### src/rtl/sram_bus_arbiter.sv
// SRAM bus arbiter between the Z80 CPU and the CRTC/DMAC.
//
// The DMA side asks for the bus with dma_req. The arbiter forwards this to the
// Z80 as cpu_busreq and waits for cpu_busack. It then grants the SRAM to the
// DMA for at most MAX_BURST cycles. After a truncated burst the CPU keeps the
// bus for HOLDOFF cycles before the DMA may re-request.
//
// Ports:
//   clk        in   system clock, rising edge
//   reset      in   asynchronous active-high reset
//   dma_req    in   bus request from CRTC/DMAC
//   dma_adr    in   [15:0] DMA read address
//   cpu_busack in   bus acknowledge from the Z80
//   cpu_adr    in   [15:0] CPU address
//   cpu_mreq   in   CPU memory request
//   cpu_wr     in   CPU write strobe
//   cpu_start  in   CPU machine-cycle start pulse
//   we_ext_ram in   write enable for 0000h-7FFFh
//   cpu_busreq out  bus request to the Z80 (registered)
//   dma_gnt    out  grant to the CRTC/DMAC (registered)
//   ram_adr    out  [15:0] SRAM address (combinational mux)
//   ram_we     out  SRAM write enable (combinational)
//   trunc      out  one-cycle pulse when a burst is truncated (registered)
//   proto_err  out  sticky flag: Z80 dropped busack during a grant (registered)

module sram_bus_arbiter #(
  parameter int unsigned MAX_BURST = 64,
  parameter int unsigned HOLDOFF   = 4
) (
  input  logic        clk,
  input  logic        reset,
  input  logic        dma_req,
  input  logic [15:0] dma_adr,
  input  logic        cpu_busack,
  input  logic [15:0] cpu_adr,
  input  logic        cpu_mreq,
  input  logic        cpu_wr,
  input  logic        cpu_start,
  input  logic        we_ext_ram,
  output logic        cpu_busreq,
  output logic        dma_gnt,
  output logic [15:0] ram_adr,
  output logic        ram_we,
  output logic        trunc,
  output logic        proto_err
);

  typedef enum logic [1:0] {
    StIdle  = 2'd0,
    StReq   = 2'd1,
    StGrant = 2'd2,
    StHold  = 2'd3
  } state_e;

  localparam logic [7:0] BurstLast = 8'(MAX_BURST - 1);
  localparam logic [3:0] HoldLoad  = 4'(HOLDOFF);

  state_e     state_q;
  logic [7:0] burst_cnt_q;
  logic [3:0] hold_cnt_q;

  always_ff @(posedge clk or posedge reset) begin
    if (reset) begin
      state_q     <= StIdle;
      cpu_busreq  <= 1'b0;
      dma_gnt     <= 1'b0;
      trunc       <= 1'b0;
      proto_err   <= 1'b0;
      burst_cnt_q <= 8'd0;
      hold_cnt_q  <= 4'd0;
    end else begin
      trunc <= 1'b0;
      case (state_q)
        StIdle: begin
          cpu_busreq <= 1'b0;
          dma_gnt    <= 1'b0;
          if (dma_req) begin
            state_q    <= StReq;
            cpu_busreq <= 1'b1;
          end
        end

        StReq: begin
          // A withdrawn request wins over a simultaneous acknowledge.
          if (!dma_req) begin
            state_q    <= StIdle;
            cpu_busreq <= 1'b0;
          end else if (cpu_busack) begin
            state_q     <= StGrant;
            dma_gnt     <= 1'b1;
            burst_cnt_q <= 8'd0;
          end
        end

        StGrant: begin
          if (!dma_req) begin
            // Normal end of burst; not a truncation even on the last cycle.
            state_q    <= StIdle;
            cpu_busreq <= 1'b0;
            dma_gnt    <= 1'b0;
          end else if (!cpu_busack) begin
            // Z80 took the bus back while we were granted.
            state_q    <= StIdle;
            cpu_busreq <= 1'b0;
            dma_gnt    <= 1'b0;
            proto_err  <= 1'b1;
          end else if (burst_cnt_q == BurstLast) begin
            state_q    <= StHold;
            cpu_busreq <= 1'b0;
            dma_gnt    <= 1'b0;
            trunc      <= 1'b1;
            hold_cnt_q <= HoldLoad;
          end else begin
            burst_cnt_q <= burst_cnt_q + 8'd1;
          end
        end

        StHold: begin
          cpu_busreq <= 1'b0;
          dma_gnt    <= 1'b0;
          if (hold_cnt_q <= 4'd1) begin
            state_q    <= StIdle;
            hold_cnt_q <= 4'd0;
          end else begin
            hold_cnt_q <= hold_cnt_q - 4'd1;
          end
        end

        default: begin
          state_q    <= StIdle;
          cpu_busreq <= 1'b0;
          dma_gnt    <= 1'b0;
        end
      endcase
    end
  end

  // The DMA only reads, so CPU writes are blocked while it owns the bus.
  // Writes below 8000h additionally need we_ext_ram.
  always_comb begin
    ram_adr = dma_gnt ? dma_adr : cpu_adr;
    ram_we  = 1'b0;
    if (!dma_gnt) begin
      ram_we = cpu_mreq & cpu_wr & ~cpu_start & (cpu_adr[15] | we_ext_ram);
    end
  end

endmodule

### config.mk
export PLATFORM = sky130hd
export DESIGN_NAME = sram_bus_arbiter
export DESIGN_NICKNAME = d
export VERILOG_FILES = /design/src/rtl/sram_bus_arbiter.sv
export SDC_FILE = /design/constraint.sdc
export NUM_CORES = 1
export LEC_CHECK = 0
export CORE_ASPECT_RATIO = 2
export CORE_MARGIN = 2
export CORE_UTILIZATION = 37
export CTS_CLUSTER_SIZE = 25
export DETAILED_ROUTE_END_ITERATION = 10
export PLACE_DENSITY = 0.8
export SLEW_MARGIN = 10
export SYNTH_ARGS = -nofsm -noshare
export SYNTH_HDL_FRONTEND = slang
export SYNTH_SLANG_ARGS = --single-unit
### constraint.sdc
create_clock -name clk -period 1.4 [get_ports clk]
set_input_delay 0.28 -clock clk [delete_from_list [all_inputs] [get_ports clk]]
set_output_delay 0.28 -clock clk [all_outputs]
set_load 0.02 [all_outputs]
Yosys cells after proc, flatten, opt, wreduce, memory -nomap -nowiden
Index checks and enable logic that the tools add are counted.
- word-level logic and storage cells: 75
- output and inout bits: 21
- bits of input ports: 40
- register bits: 18
- eq/ne operators: 15
- mux-type cells: 34
- $add $sub $neg: 2
- magnitude comparators: 1
- bitwise operators: 6
- reduce and logical (&&, ||, !) cells: 10
- operators by type and width (cell ; number):
    2-to-1 mux 8 bit ; 5
    inequality test 2 bit (second input constant) ; 9
    2-to-1 mux 16 bit ; 1
    2-to-1 mux 4 bit ; 4
    case mux 8 bit (2 select lines) ; 1
    2-to-1 mux 2 bit ; 7
    2-to-1 mux 1 bit ; 12
    adder 8 x 1 -> 8 bit (second input constant) ; 1
    equality test 8 x 6 -> 1 bit (second input constant) ; 1
    case mux 2 bit (4 select lines) ; 1
    case mux 4 bit (2 select lines) ; 1
    AND reduction 4 bit ; 2
    AND reduction 3 bit ; 2
    AND reduction 6 bit ; 1
    equality test 2 bit (second input constant) ; 2
    less-or-equal comparator 4 x 1 -> 1 bit (second input constant) ; 1
    inequality test 4 bit (second input constant) ; 1
    case mux 1 bit (4 select lines) ; 1
    nonzero test 2 bit ; 2
    subtractor 4 x 1 -> 4 bit (second input constant) ; 1
    bitwise AND 1 bit ; 3
    inequality test 3 bit (second input constant) ; 1
    case mux 1 bit (3 select lines) ; 1
    equality test 2 x 1 -> 1 bit (second input constant) ; 1
    5 further kinds ; 6

Depth between registers and ports, before layout
- depth after elaboration: 5
- gate-level depth with buffers: 6
- mapped depth without buffers: 6

Worst setup path after synthesis
OpenSTA, ideal clock, no wires.
- path kind: register to output
- from: register dma_gnt
- to: output ram_we
- setup slack: -0.432 ns
- data required time: 1.120 ns
- arrival time: 1.552 ns
- stages on the path, launching flop included: 4
- buffers on the path: 2
- cells stage by stage: dfrtp_1 > buf_2 > buf_2 > nor4_1
- word-level cells in the longest chain between the ends: 1
- ends and longest elaborated chain (item ; line ; text):
    start, declared ; 41 ; output logic dma_gnt,
    start signal, assigned ; 66 ; dma_gnt <= 1'b0;
    start signal, assigned ; 76 ; dma_gnt <= 1'b0;
    start signal, assigned ; 90 ; dma_gnt <= 1'b1;
    2-to-1 mux 1 bit ; 143 ; if (!dma_gnt) begin
    end, declared ; 43 ; output logic ram_we,
No other way between the ends.

Worst setup path in the final report
- from: register dma_gnt
- to: output ram_adr[0]
- word-level cells in the longest chain between the ends: 1
- ends and longest elaborated chain (item ; line ; text):
    2-to-1 mux 16 bit ; 141 ; ram_adr = dma_gnt ? dma_adr : cpu_adr;
    end, declared ; 42 ; output logic [15:0] ram_adr,
No other way between the ends.

==> impl_metrics.csv <==
group,metric,value,unit
cts,cts_hold_buf,0,
finish,diodes,0,
sta,finalSetupViolations,21,
place,place_inst,240,
finish,final_area,0.00224,sq mm
route,maxUsedRoutingLayer,"met4",
place,port_buffers,60,
synthesis,yosys.area.top_type,"dfrtp_1",
power_and_ir_drop,total_power,0.00265,W
die,io_pins,61,
finish,drive_above_1_share,0.430,
critical_path,start_kind,"flip-flop",
power_and_ir_drop,p_clk_frac,0.161,
synthesis,synth-edff-count,0,
power_and_ir_drop,power.density,1180,mW/mm^2
power_and_ir_drop,power.switching,0.000964,W
flow_run,maxCapViolCount,0,
cts,clk_latency,260,ps
place,placed_area,0.00207,sq mm
die,die_x,45.6,um
route,num_vias,1452,
power_and_ir_drop,p_sw_frac,0.364,
sta,fmax,0.615,GHz
power_and_ir_drop,ir_worst_vdd,937,uV
die,rows,30,
power_and_ir_drop,p_comb_frac,0.538,
synthesis,synth_ff_type,"dfrtp_1",
sta,slew_violations,0,
place,hpwl,3.25,mm
synthesis,synth_seq_cells,18,
hold_path,hold_path.class,"input pin to async pin",
sta,tns,-3750,ps
route,met3_length,421,um
sta,setup_ws,-226,ps
finish,final_cells,253,
die,die_y,87.2,um
critical_path,crit_start,"dma_gnt",
power_and_ir_drop,seqPwrFrac,0.301,
global_routing,grt_pass1_vias,1511,
power_and_ir_drop,power.leakage,1.01,nW
critical_path,endpoint_kind,"output port",
global_routing,grt_use_total,0.231,
cts,cts_tree,"done",
cts,clk_path_buf_depth,2,
synthesis,netlist_instances,131,
sta,finClkSkew,3.21,ps
global_routing,grt_pass1_wl,6.60,mm
finish,final_common_cell,"clkdlybuf4s50_1",
power_and_ir_drop,p_int,0.00168,W
route,final_antenna_net_count,0,
route,drt_wl_total,4.31,mm
critical_path,cp_max_fo,9,
finish,synthToLayoutAreaGrowth,75.0,%
synthesis,yosysWarnings,0,
cts,clk_pin_slew,70,ps
synthesis,synth.area.top_cells,"dfrtp_1, mux2_2, nand3_1, ha_1, nand2_1",
place,gp_congestion,0.867,
synthesis,syn_area,0.00128,sq mm
route,route.met2.wl,2.43,mm
die,coreArea,0.00334,sq mm
synthesis,synth_top_area_frac,0.352,
cts,root_buffer,"clkbuf_8",
sta,fin_crit,1630,ps
global_routing,grt_max_degree,19,
sta,holdWs,334,ps
sta,fin_crit_sh,1.16,
critical_path,crit_type,"flip-flop to output port",
die,die_area,0.00398,sq mm
finish,filler_cell_count,271,
cts,cts.sinks,18,
synthesis,async_flop_share,1.00,
critical_path,reg2reg_from,"burst_cnt_q[1]",
sta,rsz0062_at_grt,"true",
critical_path,worstPathArrival,1350,ps
route,wl_per_cell,17.0,um
status,violations,"setup timing",
status,run_status,"complete, but fails checks",
sta,hold_viol_final,0,
synthesis,ys_types,44,
cts,cts_made_buffers,3,
global_routing,grt-ovfl-total,0,
sta,tightest_slew,320,ps
route,vias_per_cell,5.74,
critical_path,crit_required,1120,ps
finish,final_nets,265,
global_routing,antenna_found_initial,0,
route,dr.pass1.iters,4,
synthesis,synth.yosys.seq_area_share,0.352,
route,first_iter_violations,30,
route,m1WireLength,1.26,mm
die,start_util,0.384,
finish,mostFrequentLayoutCells,"clkdlybuf4s50_1, buf_4, mux2_2, dfrtp_1, buf_2",
synthesis,syn_avg_cell_area,9.78,sq um
sta,slew_headroom,0.787,
synthesis,synth_nets,174,
cts,cts_max_level,1,
route,drc,0,
## through the flow
step,util,setup slack [ps]
final,0.671,-226
after global routing,0.671,-267
after CTS,0.639,-247
after detailed placement,0.619,-520
after global placement,0.619,-516
after floorplan,-,-17.2
## worst max-delay path, cell delays in order, from the launching register on
cell and delay, ps:
dfrtp_4 500, buf_8 150, mux2_2 270, buf_2 160
## sequential cells by signal (all words and copies together), names as in the netlist
| register | count |
|---|---|
| burst_cnt_q | 8 |
| hold_cnt_q | 4 |
| state_q | 2 |
| cpu_busreq | 1 |
| dma_gnt | 1 |
| proto_err | 1 |
| trunc | 1 |
## synthesized netlist by cell type, types with 2 or more instances
library cell and number:
nor4_1 2, a211oi_1 3, a31o_2 2, nand3_1 8, a32o_1 2, nor4b_2 2, nand2_1 10, o21ai_0 6
or3_1 2, mux2_2 16, inv_1 8, a22o_1 4, nor3_1 3, nor2_1 10, buf_2 3, nand4_1 2
mux2i_1 2, dfrtp_1 18, ha_1 3
## layout make-up
type	instances	area, sq um	share of cell area
Sequential cell	18	455	0.203
Clock buffer	4	55.1	0.0246
Timing Repair Buffer	92	803	0.358
Inverter	8	30.0	0.0134
Multi-Input combinational cell	99	858	0.383
Tap cell	32	40.0	0.0179
## layer usage
metal | track usage | vias up
met5 | 0 | -
met4 | 0.136 | 0
met3 | 0.0456 | 21
met2 | 0.452 | 88
met1 | 0.188 | 672
li1 | - | 671
## kinds of logic after synthesis
kind of cell | after synthesis | share of synthesized area
AOI/OAI and AO/OA | 29 | 0.176
adders and majority gates | 3 | 0.0293
buffers and inverters | 14 | 0.0557
DFF | 18 | 0.352
muxes | 18 | 0.156
and+or+nand+nor | 49 | 0.231
## timing repair
item	in CTS	in global routing
setup endpoints to repair	35	27
pin swaps	4	7
buffers inserted	5	4
resized for setup	92	25
## power by group through the flow
| stage | Clock [W] | Combinational, W | Sequential (W) |
|---|---|---|---|
| finish | 0.000427 | 0.00142 | 0.000796 |
| global route | 0.000458 | 0.00154 | 0.000813 |
| CTS | 0.000445 | 0.00126 | 0.000773 |
| detailed placement | 0 | 0.00119 | 0.000801 |
| global placement | 0 | 0.00115 | 0.000784 |
| floorplan | 0 | 0.000652 | 0.000760 |
## final timing paths
check	to	slack, ps	cells past startpoint
max	ram_adr[0]	-230	3
min	trunc	330	3
max reg2reg	burst_cnt_q[1]	-50	5
min reg2reg	proto_err	460	2
max in group asynchronous	dma_gnt	840	3
min in group clk	proto_err	460	2
Note: power is estimated with default switching activity, not from simulation.
